`config.mk`:
```
export PLATFORM = sky130hd
export DESIGN_NAME = noc_link_credit_rx
export DESIGN_NICKNAME = d
export VERILOG_FILES = /design/src/rtl/noc_link_credit_rx.sv
export SDC_FILE = /design/constraint.sdc
export NUM_CORES = 1
export LEC_CHECK = 0
export CORE_MARGIN = 5
export CORE_UTILIZATION = 40
export CTS_CLUSTER_DIAMETER = 200
export CTS_CLUSTER_SIZE = 24
export DETAILED_ROUTE_END_ITERATION = 10
export HOLD_SLACK_MARGIN = 0.1
export PLACE_DENSITY = 0.68
export RECOVER_POWER = 100
export SYNTH_ARGS = -nofsm -noshare
export SYNTH_HDL_FRONTEND = slang
export SYNTH_SLANG_ARGS = --single-unit
```
`constraint.sdc`:
```
create_clock -name clk_noc -period 15.05 [get_ports clk_noc]
set_input_delay 3.01 -clock clk_noc [delete_from_list [all_inputs] [get_ports clk_noc]]
set_output_delay 3.01 -clock clk_noc [all_outputs]
set_load 0.01 [all_outputs]
```
`src/rtl/noc_link_credit_rx.sv`:
```
// Receive-side terminator for a credit-based NoC link.
// Flits from the upstream router land in a small circular FIFO and are
// presented on a valid/ready stream. Every dequeued flit returns one
// credit upstream. Flits that arrive while the buffer is full, with no pop
// in the same cycle, are dropped and flagged in a sticky error bit.
//
// Output handshake: a transfer happens in any cycle where
// out_valid && out_ready are both high. out_valid never depends on
// out_ready. The head fields (out_data, out_dest, out_last) hold steady
// while out_valid is high and out_ready is low. out_ready is ignored
// while out_valid is low.
module noc_link_credit_rx #(
  parameter int FLIT_WIDTH   = 128,
  parameter int DEST_WIDTH   = 6,
  parameter int BUFFER_DEPTH = 2,
  parameter int CREDIT_REG   = 1
) (
  input  logic                                clk_noc,
  input  logic                                rst_n,
  input  logic [FLIT_WIDTH-1:0]               data_in,
  input  logic [DEST_WIDTH-1:0]               dest_in,
  input  logic                                is_tail_in,
  input  logic                                send_in,
  output logic                                credit_out,
  output logic                                out_valid,
  input  logic                                out_ready,
  output logic [FLIT_WIDTH-1:0]               out_data,
  output logic [DEST_WIDTH-1:0]               out_dest,
  output logic                                out_last,
  output logic [$clog2(BUFFER_DEPTH+1)-1:0]   occupancy,
  output logic                                in_packet,
  output logic                                overflow_err,
  output logic [15:0]                         pkt_count
);

  localparam int PTR_W   = (BUFFER_DEPTH > 1) ? $clog2(BUFFER_DEPTH) : 1;
  localparam int OCC_W   = $clog2(BUFFER_DEPTH + 1);
  localparam int ENTRY_W = FLIT_WIDTH + DEST_WIDTH + 1;

  // Each slot stores {payload, destination, tail flag}.
  logic [ENTRY_W-1:0] mem [BUFFER_DEPTH];
  logic [PTR_W-1:0]   wr_ptr;
  logic [PTR_W-1:0]   rd_ptr;
  logic               full;
  logic               pop;
  logic               push;

  // Pointers wrap explicitly so non-power-of-two depths work.
  function automatic logic [PTR_W-1:0] ptr_inc(input logic [PTR_W-1:0] p);
    if (p == PTR_W'(BUFFER_DEPTH - 1)) begin
      return '0;
    end
    return p + PTR_W'(1);
  endfunction

  // out_valid comes only from registered occupancy, so a flit pushed in
  // cycle t is first visible in t+1 and send_in never reaches out_valid.
  assign full      = (occupancy == OCC_W'(BUFFER_DEPTH));
  assign out_valid = (occupancy != '0);
  assign pop       = out_valid && out_ready;
  // A full buffer still accepts a flit when the head leaves the same cycle.
  assign push      = send_in && (!full || pop);

  assign {out_data, out_dest, out_last} = mem[rd_ptr];

  // Slot storage: contents are don't-care until written, so no reset.
  always_ff @(posedge clk_noc) begin
    if (push) begin
      mem[wr_ptr] <= {data_in, dest_in, is_tail_in};
    end
  end

  // Pointer and occupancy bookkeeping.
  always_ff @(posedge clk_noc or negedge rst_n) begin
    if (!rst_n) begin
      wr_ptr    <= '0;
      rd_ptr    <= '0;
      occupancy <= '0;
    end else begin
      if (push) begin
        wr_ptr <= ptr_inc(wr_ptr);
      end
      if (pop) begin
        rd_ptr <= ptr_inc(rd_ptr);
      end
      case ({push, pop})
        2'b10:   occupancy <= occupancy + OCC_W'(1);
        2'b01:   occupancy <= occupancy - OCC_W'(1);
        default: occupancy <= occupancy;
      endcase
    end
  end

  // Input-side packet tracking: open on a body/head flit, close on a tail.
  always_ff @(posedge clk_noc or negedge rst_n) begin
    if (!rst_n) begin
      in_packet <= 1'b0;
    end else if (push) begin
      in_packet <= !is_tail_in;
    end
  end

  // Sticky drop flag; only reset clears it.
  always_ff @(posedge clk_noc or negedge rst_n) begin
    if (!rst_n) begin
      overflow_err <= 1'b0;
    end else if (send_in && !push) begin
      overflow_err <= 1'b1;
    end
  end

  // Delivered-packet counter, wraps naturally at 16 bits.
  always_ff @(posedge clk_noc or negedge rst_n) begin
    if (!rst_n) begin
      pkt_count <= '0;
    end else if (pop && out_last) begin
      pkt_count <= pkt_count + 16'd1;
    end
  end

  // Credit return: one pulse per pop, either registered or combinational.
  if (CREDIT_REG != 0) begin : g_credit_reg
    logic credit_q;

    // Delay each pop by one cycle; consecutive pops give consecutive pulses.
    always_ff @(posedge clk_noc or negedge rst_n) begin
      if (!rst_n) begin
        credit_q <= 1'b0;
      end else begin
        credit_q <= pop;
      end
    end

    assign credit_out = credit_q;
  end else begin : g_credit_comb
    assign credit_out = pop;
  end

endmodule

```
==> results.md <==
* Status: finished, violations left
* Failing checks: capacitance limit, slew limit
* Syn nets at between 600 and 700
* Synth area leaders: edfxtp_1 75%, mux2_2 14%, dfrtp_1 5.3%, xnor2_1 0.90%, buf_2 0.65%
* Synth cell types at 31
* Hpwl dp at approximately 15 mm
* Main combinational cell family by area after synthesis: multiplexers
* Setup TNS at 0 ps
* Initial antenna violation count at 8
* Seq/Total Area, Yosys at about four fifths
* Leak at 0.005044 uW
* Crit path capture type: primary output
* Most used DFF post-synth: edfxtp_1
* Share of cells above drive strength 1 at a little under a fifth
* DRT iter0 DRCs at between 300 and 400
* RSZ-0062 raised after global routing: no
* Slew @ Worst Pin at around 4700 ps
* Maximum vdd drop at roughly 0.091 mV
* Post-CTS resize count at 0
* Clock buffer depth at 3
* Skew-Pair Late Insertion Delay at about 490 ps
* Post-synth EDFFs at 270
* R2r setup slk at between 7000 and 8000 ps
* Starting Density at approximately two fifths
* CTS clk-pin slew, worst paths at around 90 ps
* IO Port Bufs at 295
* Most frequent cell after synthesis: edfxtp_1
* Core area at roughly 27000 um^2
* Synthesized flop and latch total at just under 300
* Post-synth top cells: 270 x edfxtp_1, 135 x mux2_2, 23 x dfrtp_1
* Netlist Area Pre-Place at about 11000 um^2
* Min-delay src: pkt_count[15]$_DFFE_PN0P_
* Drt drc at 0
* Syn Inst Count at roughly 510
* Die height at around 170 um
* Fin crit period at 10070 ps
* GR peak layer: met2
* Fin cells at around 1200
* Worst Setup Path Type: reg -> out
* Pin count of the biggest net entering global routing at 82
* CP Data Arrival Time at 7060 ps
* Num rows at 60
* Syn_area_per_cell at 21.14 um^2
* Max Transition Viols Final at 415
* DP Cell Count at 1136
* Mux contribution to synthesized area at between 10% and 20%
* Synth Area in Simple Gates at 1.872%
* Final WL at about 23 mm
* Ys async rst share at 7.850%
* GR Layer Usage met1 at a little under a fifth
* Clock sink count at 293
* Die ar. at a little over 30000 um^2
* FMAX at roughly 99 MHz
* Final Hold Viols at 0
* GR Util met3 at slightly above 5%
* Htree depth at 1
* Cell taking the most area after synthesis: edfxtp_1
* DIE WIDTH at roughly 170 um
* Share of the synthesized area in the top cell type at roughly 75%
* Compound-gate portion of the synthesized area at less than 1%
* Gr usage total at 14.51%
* First-pass detailed-route iteration total at 4
* Max cap viols at 6
* Post-DRT Antenna Nets at 0
* Max-slew headroom at -216.1%
* TritonCTS clock tree: yes
* Crit share post-route at 66.94%
* Syn-to-layout area delta at 35.27%
* Hold Path Class: reg -> reg
* Post-Synth XOR/XNOR Area at under 10%
* Required time worst endpoint at 12040 ps
* GP Congestion at about 0.72
* Slowest CP cell: clkbuf_1
* GRT overflow at 0
* CTS Buf Count at 16
* First-pass GRT wire length at approximately 35 mm
* Via-per-instance ratio at between 4 and 5
* Drt wl/cell at between 15 and 20 um
* CTS Root Cell: clkbuf_16
* Max incr delay on CP at approximately 2900 ps
* Max FO, Critical Path at roughly 70
* Start point of the critical path: rd_ptr$_DFFE_PN0P_
* CP Cell Sequence: clkbuf_1 > mux2_2 > dlygate4sd3_1
* Ys Warns at 0
* Setup Buffers After CTS at 0
* Skew final at slightly below 20 ps
* Via count at about 5700
* R2R Path Start: occupancy[1]$_DFFE_PN0P_
* Power Density at 170.4 nW/um^2
* Final setup fails at 0
* Met2 Use GR at 24.53%
* Ports at 296
* Post-CTS Hold Buffers at 0
* Synth Area in Adders at less than 1%
* Startpoint Class: register
* Vias in the first global route at approximately 6000
* Layout Nets at between 900 and 1000
-- layer usage --
layer / wire [um] / share of wire (%) / vias to the layer above
met1: 9442 / 41 / 2817
met3: 1894 / 8.2 / 31
met5: 34 / 0.15 / -
met4: 360 / 1.6 / 6
met2: 11300 / 49 / 199
li1: - / - / 2605
-- where the power goes --
part / total, uW / switching, uW / internal (uW)
Sequential: 1190 / 82.5 / 1110
Clock: 465 / 249 / 216
Combinational: 825 / 374 / 452
-- registers in the layout, summed over array words and instances (netlist names) --
signal and count:
in_packet 1, occupancy 2, wr_ptr 1, mem 270
rd_ptr 1, overflow_err 1, credit_out 1, pkt_count 16
-- cells by family after synthesis --
group                      after synthesis
adders and majority gates                1
DFF                                    293
and+or+nand+nor                         32
AOI/OAI and AO/OA                        8
muxes                                  137
xor gates and xnor gates                17
buffers and inverters                   21
-- placed cells by master (no fill, tap or decap), types with 2 or more instances in the layout --
cell type        synthesis  layout
and3_1                   4       4
clkbuf_1                 0      16
clkbuf_16                0      17
clkdlybuf4s50_1          0      11
dfrtp_1                 23      23
diode_2                  0       6
dlygate4sd3_1            0     284
edfxtp_1               270     270
inv_1                    5       5
mux2_1                   0       7
mux2_2                 135     128
nand2_1                  7       7
nand3_1                  5       5
nand4_1                  4       4
nor2_1                   4       2
nor2_4                   0       2
nor2b_1                  2       2
nor3_1                   1       2
o21ai_0                  2       3
xnor2_1                 11      11
xor2_1                   6       6
-- path summary, 6_finish.rpt --
check                                            end  cells after the start
setup reg to reg                mem[1][33]$_DFFE_PP_                      5
hold / removal             pkt_count[15]$_DFFE_PN0P_                      1
max in group asynchronous   pkt_count[5]$_DFFE_PN0P_                      2
setup / recovery                       out_data[116]                      3
min in group asynchronous  pkt_count[13]$_DFFE_PN0P_                      2
hold reg to reg            pkt_count[15]$_DFFE_PN0P_                      1
-- stage by stage --
stage               power (uW)  hold slack, ps  setup WS [ps]  instance area [um^2]  util, %
finish                    2481           476.2           4976                 14560    54.47
global placement          2083           464.1           8951                 14130    52.86
detailed placement        2091           467.1           8952                 14130    52.86
global route              2611           511.2           4377                 14550    54.45
floorplan                 1633           468.1           5694                 10760        -
CTS                       2565           486.1           8398                 14610    54.67
-- area by class of cell --
class                           instances  area (um^2)
Fill cell                            2170        12170
Sequential cell                       293         8683
Timing Repair Buffer                  301         2975
Multi-Input combinational cell        195         1952
Clock buffer                           27        462.9
Tap cell                              341        426.7
Inverter                                6        22.52
Clock inverter                          1        20.02
Antenna cell                            6        15.01
-- critical path, delay by kind of cell, from the launching register on --
kind	cells	cell delay [ps]
DFF	1	2410
buffers and inverters	2	3490
muxes	1	570
(Power assumes the default switching activity.)
